[config.mk]
export PLATFORM = sky130hd
export DESIGN_NAME = module_mult
export DESIGN_NICKNAME = d
export VERILOG_FILES = /design/src/rtl/module_mult.sv
export SDC_FILE = /design/constraint.sdc
export NUM_CORES = 1
export LEC_CHECK = 0
export BUFFER_PORTS_ARGS = -buffer_cell sky130_fd_sc_hd__buf_2
export CORE_ASPECT_RATIO = 1.4
export CORE_MARGIN = 10
export CORE_UTILIZATION = 46
export DETAILED_ROUTE_END_ITERATION = 12
export PLACE_DENSITY_LB_ADDON = 0.2
export SYNTH_ARGS = -nofsm -noshare
export SYNTH_HDL_FRONTEND = slang
export SYNTH_SLANG_ARGS = --single-unit
[constraint.sdc]
create_clock -name clk -period 4.1 [get_ports clk]
set_input_delay 0.41 -clock clk [delete_from_list [all_inputs] [get_ports clk]]
set_output_delay 0.41 -clock clk [all_outputs]
set_load 0.05 [all_outputs]
[src/rtl/module_mult.sv]
// Sequential unsigned shift-and-add multiplier: one multiplier bit per clock,
// WIDTH cycles per product, result and completion flag registered together.
module module_mult #(
  parameter int WIDTH = 8  // operand width, must be >= 2
) (
  input  logic               clk,
  input  logic               rst,
  input  logic [WIDTH-1:0]   num_1,
  input  logic [WIDTH-1:0]   num_2,
  input  logic               listo_1,
  input  logic               listo_2,
  output logic [2*WIDTH-1:0] num_mul,
  output logic               listo
);

  localparam int CW = (WIDTH > 1) ? $clog2(WIDTH) : 1;

  typedef enum logic [1:0] {IDLE, CALC, DONE} state_t;

  state_t             state, state_next;
  logic [WIDTH-1:0]   mcand;
  logic [WIDTH-1:0]   mplier;
  logic [WIDTH-1:0]   acc_hi;
  logic [CW-1:0]      count;

  logic               both_ready;
  logic               start;
  logic               last;
  logic [WIDTH:0]     sum;
  logic [2*WIDTH-1:0] shifted;

  assign both_ready = listo_1 && listo_2;

  // The WIDTH+1-bit sum keeps the carry; it becomes the top bit of the shifted pair.
  assign sum     = {1'b0, acc_hi} + (mplier[0] ? {1'b0, mcand} : '0);
  assign shifted = {sum, mplier[WIDTH-1:1]};

  // NOTE: every signal written here gets a default first so no latch is inferred.
  always_comb begin
    state_next = state;
    start      = 1'b0;
    last       = 1'b0;
    unique case (state)
      IDLE: begin
        if (both_ready) begin
          start      = 1'b1;
          state_next = CALC;
        end
      end
      CALC: begin
        if (count == CW'(WIDTH - 1)) begin
          last       = 1'b1;
          state_next = DONE;
        end
      end
      DONE: begin
        // Holding here while both flags stay high stops the same operands retriggering.
        if (!both_ready) state_next = IDLE;
      end
      default: state_next = IDLE;
    endcase
  end

  // NOTE: sequential state uses non-blocking assignments so every register
  // samples the pre-edge values regardless of statement order.
  always_ff @(posedge clk) begin
    if (rst) state <= IDLE;
    else     state <= state_next;
  end

  always_ff @(posedge clk) begin
    if (rst) begin
      mcand   <= '0;
      mplier  <= '0;
      acc_hi  <= '0;
      count   <= '0;
      num_mul <= '0;
      listo   <= 1'b0;
    end else begin
      if (start) begin
        mcand  <= num_1;
        mplier <= num_2;
        acc_hi <= '0;
        count  <= '0;
      end else if (state == CALC) begin
        acc_hi <= shifted[2*WIDTH-1:WIDTH];
        mplier <= shifted[WIDTH-1:0];
        count  <= count + CW'(1);
      end

      // Product and flag update on the same edge, so partial sums are never visible.
      if (last) num_mul <= shifted;
      listo <= (state_next == DONE);
    end
  end

endmodule

==> results.cfg <==
[clock_tree]
cts_hold_repair.buffers = 0
cts_buffer_depth = 2
cts_htree_levels = 2
clk-insertion-delay-late_ns = 0.29
path_clk_slew_ns = 0.08
ctsResizeCount = 0
clock_sink_count = 46
post-cts-setup-buffer-count = 0
cts_tree = yes
cts_buffers = 5
clock_tree.root_cell = sky130_fd_sc_hd__clkbuf_8

[power_and_ir_drop]
cell_internal_pwr_mw = 0.666
pwr_density_cell_mw_per_mm2 = 350
power.clock.fraction_pct = 38.4
power.sequential.fraction_pct = 53.8
netSwitchingFraction_pct = 23.3
p_sw_mw = 0.203
combinationalPowerShare_pct = 7.8
highest_ir_drop_seen_on_vdd_mv = 0.197
static-leakage-power_nw = 0.996

[timing]
timing.final.hold_violations = 0
clock.fmax_mhz = 457
timing.final.max_slew_violations = 0
rsz0062_at_grt = no
fin_ws_ns = 1.91
min_period_over_period_pct = 53.4
tns_ns = 0
min_period_ns = 2.19
final.setup_skew_ns = 0.00309
setup_viol_count_final = 0
tightest_slew_ns = 1.02
slew-limit-headroom_pct = 31.6

[synthesis]
sequential_to_total_area_share_from_yosys_stat_pct = 42.2
async_reset_ff_share_pct = 0
synth_area_leaders = sky130_fd_sc_hd__dfxtp_1, sky130_fd_sc_hd__nand2_1, sky130_fd_sc_hd__a21oi_1
synth_common_cells = sky130_fd_sc_hd__nand2_1, sky130_fd_sc_hd__dfxtp_1, sky130_fd_sc_hd__a21oi_1, sky130_fd_sc_hd__clkbuf_1
synth_edf_count = 0
synth_top_cell_area_share_pct = 42.2
synth.most_common_cell = sky130_fd_sc_hd__nand2_1
yosys_register_bits = 46
ys_dominant_reg_cell = sky130_fd_sc_hd__dfxtp_1
ys.warnings.count = 0
synth_area_leader_cell = sky130_fd_sc_hd__dfxtp_1
post_synth_inst_count = 265
syn-mean-instance-area_um2 = 8.23
synthDistinctLibCells = 39
mappedNetlistArea_mm2 = 0.00218
synth_fp_nets = 296

[setup_path]
worstPathBufferInverterCount = 0
cp.arrival_ns = 2.38
critical_path_required_ns = 4.29
crit_start_category = register
critical-path-top-delay-family = compound AO/OA/AOI/OAI gates
timing.critical_path.cells = and2_1 -> ha_1 -> fa_1 -> a21oi_1 -> o21ai_1 -> a311o_1 -> nor3b_1
setup.reg_to_reg.worst_slack_ns = 1.91
worst_path_max_delay_cell = sky130_fd_sc_hd__fa_1
endpoint_kind = register
critical_path.max_fanout = 9
max_stage_delay_ns = 0.43
setup.worst_path.class = register to register

[status]
status = completed

[job]
max-cap-violations = 0

[floorplanning]
fp.coreArea_mm2 = 0.00457
rows = 29
top_level_ports = 37
die_area_mm2 = 0.00794
initial_core_util_pct = 47.7
die_h_um = 101
die_width_um = 78.2

[global_routing]
vias_in_the_first_global_route = 1828
antenna_found_initial = 0
grt_start_max_net_pins = 45
gr-usage-all-layers_pct = 13.3
grt_pass1_wl_um = 8650
leftover_overflow_at_the_end_of_global_routing = 0

[drt]
antenna_violating_nets_post_route = 0
first_pass_iters = 4
via_per_inst = 5.49
detail_route.wl_per_cell_um = 15.1
postRouteWirelength_um = 5360
met2RoutedLength_um = 2730
num_vias = 1945
met1_wire_length_um = 2340
drt_drc_violations_left = 0
first_iter_violations = 127
met3WireLength_um = 184
topRoutingLayerUsed = met4

[finish]
fin_nets = 322
area_growth_syn_to_layout_pct = 13.7
layoutNonFillerInstCount = 354
stdcell_area_mm2 = 0.00248
antenna-diode-count = 0
fillCellCount = 470
final_layout_size_suffix_gt1_share_pct = 16.1

[place]
dpl_worst_slack_ns = 1.93
post_detail_place_hpwl_um = 3910
portBuffers = 36
postPlaceCellArea_mm2 = 0.00237
placed_cell_count = 346
gp_routability_congestion = 0.881

[hold_path]
path_type_of_the_worst_min_delay_path = input pin to register
[area by class of cell]
cell class | instances | area (µm²) | area share, %
clock buffer | 7 | 76.3 | 3.08
clock inverter | 1 | 30.0 | 1.21
multi-input combinational | 201 | 1190 | 47.9
sequential | 46 | 921 | 37.1
tap | 62 | 77.6 | 3.13
timing repair buffer | 37 | 188 | 7.56
[worst reg2reg max path, stage by stage (launching register included)]
cell,delay (ns)
sky130_fd_sc_hd__dfxtp_1,0.37
sky130_fd_sc_hd__and2_1,0.17
sky130_fd_sc_hd__ha_1,0.21
sky130_fd_sc_hd__fa_1,0.44
sky130_fd_sc_hd__a21oi_1,0.17
sky130_fd_sc_hd__o21ai_1,0.19
sky130_fd_sc_hd__a311o_1,0.41
sky130_fd_sc_hd__nor3b_1,0.13
[state kept, by name, summed over array words and instances, names as in the netlist]
name / count
num_mul: 16
acc_hi: 8
mcand: 8
mplier: 8
count: 3
state: 2
listo: 1
[final timing paths]
| check | from | endpoint | depth (start not counted) |
|---|---|---|---|
| setup reg to reg | mplier[0] | acc_hi[7] | 7 |
| hold reg to reg | num_mul[8] | num_mul[8] | 2 |
| setup / recovery | mplier[0] | acc_hi[7] | 7 |
| hold / removal | num_1[5] | mcand[5] | 3 |
[layer usage]
| layer | vias up | GRT usage, % |
|---|---|---|
| met5 | - | 0 |
| met4 | 0 | 5.39 |
| met3 | 6 | 3.28 |
| met2 | 35 | 22.9 |
| met1 | 920 | 15.3 |
| li1 | 984 | - |
[cells by family (layout without fill, tap and decap cells)]
| kind of cell | after synthesis | after routing | share of synthesized area, % |
|---|---|---|---|
| and+or+nand+nor | 119 | 119 | 26.1 |
| AOI/OAI and AO/OA | 66 | 66 | 19.0 |
| DFF | 46 | 46 | 42.2 |
| buffers and inverters | 18 | 45 | 4.01 |
| adders and majority gates | 11 | 11 | 6.65 |
| xor gates and xnor gates | 5 | 5 | 2.01 |
[metrics by stage]
stage               util, %  power (mW)  hold WS [ns]
detailed placement     51.9       0.546         0.446
global placement       51.9       0.544         0.439
floorplan                 -       0.524         0.432
global route           54.3       0.902         0.339
finish                 54.3       0.869         0.343
CTS                    54.3       0.873         0.341
[placed cells by master, fill, tap and decap left out, types with 2 or more instances in the layout]
cell                       synthesis  final
sky130_fd_sc_hd__clkbuf_8          0      5
sky130_fd_sc_hd__a21o_1            3      3
sky130_fd_sc_hd__nor2_1           11     11
sky130_fd_sc_hd__or3_1             2      2
sky130_fd_sc_hd__o221ai_1          5      5
sky130_fd_sc_hd__a311oi_1          3      3
sky130_fd_sc_hd__ha_1             10     10
sky130_fd_sc_hd__clkbuf_1         12      2
sky130_fd_sc_hd__a2111o_1          2      2
sky130_fd_sc_hd__xor2_1            3      3
sky130_fd_sc_hd__a31oi_1           2      2
sky130_fd_sc_hd__a21oi_1          34     34
sky130_fd_sc_hd__and2_1            9      9
sky130_fd_sc_hd__xnor2_1           2      2
sky130_fd_sc_hd__o21ai_0           6      6
sky130_fd_sc_hd__dfxtp_1          46     46
sky130_fd_sc_hd__nand4_1           3      3
sky130_fd_sc_hd__or2_2             2      2
sky130_fd_sc_hd__nand2b_1          5      5
sky130_fd_sc_hd__nor3b_1           2      2
sky130_fd_sc_hd__nand3b_1          6      6
sky130_fd_sc_hd__buf_2             4     36
sky130_fd_sc_hd__nor3_1            5      5
sky130_fd_sc_hd__nand2_1          57     57
sky130_fd_sc_hd__nand3_1          11     11
sky130_fd_sc_hd__a211oi_1          3      3
sky130_fd_sc_hd__o211ai_1          3      3
[power groups by stage]
stage	clock network (mW)	registers, mW	logic, mW
floorplan	0	0.475	0.0495
global placement	0	0.478	0.0666
detailed placement	0	0.478	0.0677
CTS	0.338	0.468	0.0679
global route	0.357	0.469	0.0759
finish	0.334	0.468	0.0676
(Power assumes the default switching activity.)
